## config.mk

```make
export PLATFORM = sky130hd
export DESIGN_NAME = ejtag_sync_filter
export DESIGN_NICKNAME = d
export VERILOG_FILES = /design/src/rtl/ejtag_sync_filter.sv
export SDC_FILE = /design/constraint.sdc
export NUM_CORES = 1
export LEC_CHECK = 0
export CORE_MARGIN = 5
export CORE_UTILIZATION = 45
export DETAILED_ROUTE_END_ITERATION = 16
export PLACE_DENSITY = 0.76
export RECOVER_POWER = 25
export SYNTH_ARGS = -nofsm -noshare
export SYNTH_HDL_FRONTEND = slang
export SYNTH_SLANG_ARGS = --single-unit
```

## constraint.sdc

```tcl
create_clock -name CLK -period 1.3 [get_ports CLK]
set_input_delay 0.26 -clock CLK [delete_from_list [all_inputs] [get_ports CLK]]
set_output_delay 0.26 -clock CLK [all_outputs]
set_load 0.1 [all_outputs]
```

## src/rtl/ejtag_sync_filter.sv

```systemverilog
// ejtag_sync_filter: multi-channel CDC synchronizer with optional debounce
// filter and one-cycle rise/fall pulses on every accepted transition.
`default_nettype none

module ejtag_sync_filter #(
  parameter int               WIDTH     = 4,
  parameter int               STAGES    = 2,
  parameter int               FILTER    = 3,
  parameter logic [WIDTH-1:0] RESET_VAL = {WIDTH{1'b0}}
) (
  input  logic             CLK,
  input  logic             RESET_N,
  input  logic [WIDTH-1:0] IN,
  output logic [WIDTH-1:0] OUT,
  output logic [WIDTH-1:0] RISE,
  output logic [WIDTH-1:0] FALL
);

  if (STAGES < 2 || STAGES > 4) begin : g_bad_stages
    $error("ejtag_sync_filter: STAGES must be in 2..4");
  end
  if (WIDTH < 1 || WIDTH > 32) begin : g_bad_width
    $error("ejtag_sync_filter: WIDTH must be in 1..32");
  end
  if (FILTER < 0 || FILTER > 255) begin : g_bad_filter
    $error("ejtag_sync_filter: FILTER must be in 0..255");
  end

  logic [WIDTH-1:0] sync [STAGES];
  logic [WIDTH-1:0] s;
  logic [WIDTH-1:0] filt;
  logic [WIDTH-1:0] od;

  // Pure flop chain: only the last stage fans out.
  always_ff @(posedge CLK or negedge RESET_N) begin
    if (!RESET_N) begin
      for (int k = 0; k < STAGES; k++) sync[k] <= RESET_VAL;
    end else begin
      sync[0] <= IN;
      for (int k = 1; k < STAGES; k++) sync[k] <= sync[k-1];
    end
  end

  assign s = sync[STAGES-1];

  if (FILTER == 0) begin : g_bypass
    assign filt = s;
  end else begin : g_filter
    localparam int             CW   = $clog2(FILTER + 1);
    localparam logic [CW-1:0]  LAST = CW'(FILTER - 1);

    for (genvar i = 0; i < WIDTH; i++) begin : g_chan
      logic          f_q;
      logic [CW-1:0] cnt;

      // Any return of s to the held level discards the accumulated count.
      always_ff @(posedge CLK or negedge RESET_N) begin
        if (!RESET_N) begin
          f_q <= RESET_VAL[i];
          cnt <= '0;
        end else if (s[i] == f_q) begin
          cnt <= '0;
        end else if (cnt == LAST) begin
          f_q <= s[i];
          cnt <= '0;
        end else begin
          cnt <= cnt + 1'b1;
        end
      end

      assign filt[i] = f_q;
    end
  end

  always_ff @(posedge CLK or negedge RESET_N) begin
    if (!RESET_N) od <= RESET_VAL;
    else          od <= filt;
  end

  assign OUT  = filt;
  assign RISE = filt & ~od;
  assign FALL = ~filt & od;

endmodule

`default_nettype wire

```

* Yosys cells after proc, flatten, opt, wreduce, memory -nomap -nowiden
Cells that the tools add are included.
** Storage, ports and cells
- Bits in registers :: 24
- Bits in latches :: 0
- Bits in writable memories :: 0
- ROM bits :: 0
- Input port bits :: 6
- Output and inout port bits :: 12
- Logic and storage cells :: 43
- Memories kept :: 0
** Cells by class
- $add $sub $neg :: 4
- $mul :: 0
- Divide/modulo/power cells :: 0
- Order comparisons :: 0
- Equality and inequality tests :: 8
- Shift-type cells :: 0
- Mux-type cells :: 8
- Bitwise gates (word level) :: 8
- Reduce and logical (&&, ||, !) cells :: 4
** Operator list (count)
- 2-to-1 mux 2 bit :: 8
- adder 2 x 1 -> 2 bit (second input constant) :: 4
- AND 4 bit :: 2
- equality test 2 bit (second input constant) :: 4
- inverter 4 bit :: 2
- AND reduction 2 bit :: 4
- equality test 1 bit :: 4
- inverter 1 bit :: 4

* Logic depth before layout (Yosys ltp)
- Word-level depth :: 3
- Gate-level depth with buffers :: 2
- Gate-level depth less buffers :: 2

* Least setup slack after synthesis
No wires, ideal clock.
- Kind :: flip-flop to output port
- Start :: reg g_filter.g_chan[0].f_q
- End :: out RISE[0]
- Arrival :: 1.770 ns
- Setup slack :: -0.730 ns
- Stages on the path, launching flop included :: 2
- Path buffers :: 0
- Cell sequence :: dfrtp_1 > nor2b_1
** On the way
- Word-level cells in the longest chain between the ends :: 1
** Ends and longest elaborated chain
- from (decl) :: line 53 : logic f_q;
- from (signal assigned) :: line 59 : f_q <= RESET_VAL[i];
- from (signal assigned) :: line 64 : f_q <= s[i];
- AND 4 bit :: line 81 : assign RISE = filt & ~od;
- to (decl) :: line 15 : output logic [WIDTH-1:0] RISE,
No other way between the ends.

* Worst setup path in the final report
- Start :: reg g_filter.g_chan[3].f_q
- End :: out RISE[3]
** On the way
- Word-level cells in the longest chain between the ends :: 1
** Ends and longest elaborated chain (line)
- from (decl) :: 53
- from (signal assigned) :: 59
- from (signal assigned) :: 64
- AND 4 bit :: 81
No other way between the ends.

==> metrics.txt <==
die height 54.6 um; failing checks setup timing; Crit. End Element primary output; Buffers on Ports 17; Seq/Total Area, Yosys 67.2%; final setup fails 12; Reg clk slew, reported paths 130 ps; fillers 129; Min-Delay Path Class flip-flop to flip-flop; I/O Pins 18; Final nets 90; largest net degree at the start of global routing 25; H-Tree Depth 1; CP top delay family flip-flops; Max FO, Critical Path 3; Slew @ Worst Pin 568 ps; Synth Area per Inst 16.0 um2; clock latency on the worst-skew pair 310 ps; DRC 0; Initial Util 46.5%; Setup WS post-layout -91.0 ps; Crit path largest cell delay 450 ps; 1st-iter DRT viols 3; number of vias in the routed layout 496; Data required, critical path 1040 ps; CTS tree done; diode count 0; CTS sink count 24; Post-Syn Nets 62; max-cap violations 0; RSZ-0062 raised after global routing true; Multi-input gate area 330 um2; DPL Wire Length 1020 um; critical path startpoint category flip-flop; critical-path cell list nor2b_4 > buf_12; area delta synth->final 56.2%; initial antenna violation count 0; Worst Path Class, Setup flip-flop to primary output; commonest cells after routing, fill and taps aside 21 x dfrtp_1, 12 x buf_12, 11 x nor2b_4; Final Core Density 72.6%; CTS Buf Count 3; clock tree buffer depth 2; core area 0.00192 mm2; slowest cell on the critical path dfrtp_1; Fmax achieved 0.719 GHz; Synth Register Bits 24; final cycle utilization of the critical path 107%; RePlAce Congestion 0.710; status complete, but fails checks; Layout Skew 5.44 ps; mapped cell area 893 um2; Die X-Extent 54.6 um; CTS Root Cell clkbuf_4; first-pass GRT wire length 2480 um; Max-slew headroom 62.1%; vias in the first global route 573; ANT nets after route 0; std cell rows 16; Final Max Slew Viols 0; DR vias/cell 4.51; layout cells sized above 1 59.0%; gr ovfl total 0; Mapped Cells 56; crit path buf inv count 1; Unique masters post-synth 9; WL/cell 12.9 um; Critical Path AT 1130 ps; final hold violations 0; Pre-antenna DRT Iters 2; Yosys warning count 0; total wire length 1420 um; commonest non-fill, non-tap cell in the layout dfrtp_1; Tmin final 1390 ps; total die area 0.00298 mm2; sequential cell area 604 um2; GRT Resource Usage Total 12.0%
## state kept, by name (all words and copies together) (netlist names)
| signal | count |
|---|---|
| g_filter.g_chan.f_q | 4 |
| od | 4 |
| sync | 4 |
| g_filter.g_chan.cnt | 8 |
| s | 4 |
## what timing repair did
item                       CTS  global route
buffers inserted             4             1
hold buffers                 0             0
gates resized for setup      6             1
setup endpoints to repair   11            13
gates cloned                 0             0
## per-layer routing
metal	vias up	share of wire, %	global-route usage, %
li1	232	-	-
met1	253	40	13.3
met2	11	55	22.1
met3	0	4.9	3.27
met4	0	0	3.73
met5	-	0	0
## worst register-to-register path, delay by kind of cell, from the launching register on
kind / cells / cell delay (ps)
simple gates: 1 / 140
buf+inv: 3 / 390
flops: 1 / 460
xor+xnor: 1 / 140
## cells in the mapped netlist, drive strengths merged
cell type | n | area (um2)
dfrtp | 24 | 601
nor2b | 11 | 91.3
buf | 4 | 30.0
mux2 | 4 | 60.1
nor3 | 4 | 20.0
nor3b | 4 | 50.1
xnor2 | 4 | 35.0
nand2b | 1 | 6.26
## through the flow
stage	hold WS, ps	TNS (ps)	worst slack, ps	instances	area (um2)
4_1_cts	285	-753	-106	109	1380
3_3_place_gp	335	0	204	101	1280
3_5_place_dp	336	0	175	101	1280
2_1_floorplan	-35.6	0	33.6	56	953
6_report	371	-519	-91.0	110	1400
5_1_grt	380	-1170	-145	110	1400
## final timing paths
path                                                    start                                   to  slack, ps  depth (start not counted)
max                        g_filter.g_chan[3].f_q$_DFFE_PN0P_                              RISE[3]        -90                          2
min                                         sync[4]$_DFF_PN0_                       s[0]$_DFF_PN0_        370                          0
max reg2reg                g_filter.g_chan[1].f_q$_DFFE_PN0P_  g_filter.g_chan[1].cnt[0]$_DFF_PN0_         80                          5
min reg2reg                                 sync[4]$_DFF_PN0_                       s[0]$_DFF_PN0_        370                          0
max in group asynchronous                             RESET_N   g_filter.g_chan[2].f_q$_DFFE_PN0P_        440                          2
min in group asynchronous                             RESET_N                      od[3]$_DFF_PN0_        460                          2
## final cells by class
cell class / instances / share of cell area, %
Clock buffer: 3 / 1.61
Clock inverter: 1 / 2.15
Multi-Input combinational cell: 28 / 23.7
Sequential cell: 24 / 43.3
Tap cell: 27 / 2.42
Timing Repair Buffer: 27 / 26.8
## cells by family (layout without fill, tap and decap cells)
logic type | Yosys count | in the layout | synth area share [%]
xor+xnor | 4 | 4 | 3.92
mux | 4 | 4 | 6.72
flops | 24 | 24 | 67.2
simple gates | 20 | 20 | 18.8
buf+inv | 4 | 31 | 3.36
Power is not shown: default switching activity piles up to over one toggle a cycle in this logic, so the estimate is an artifact.
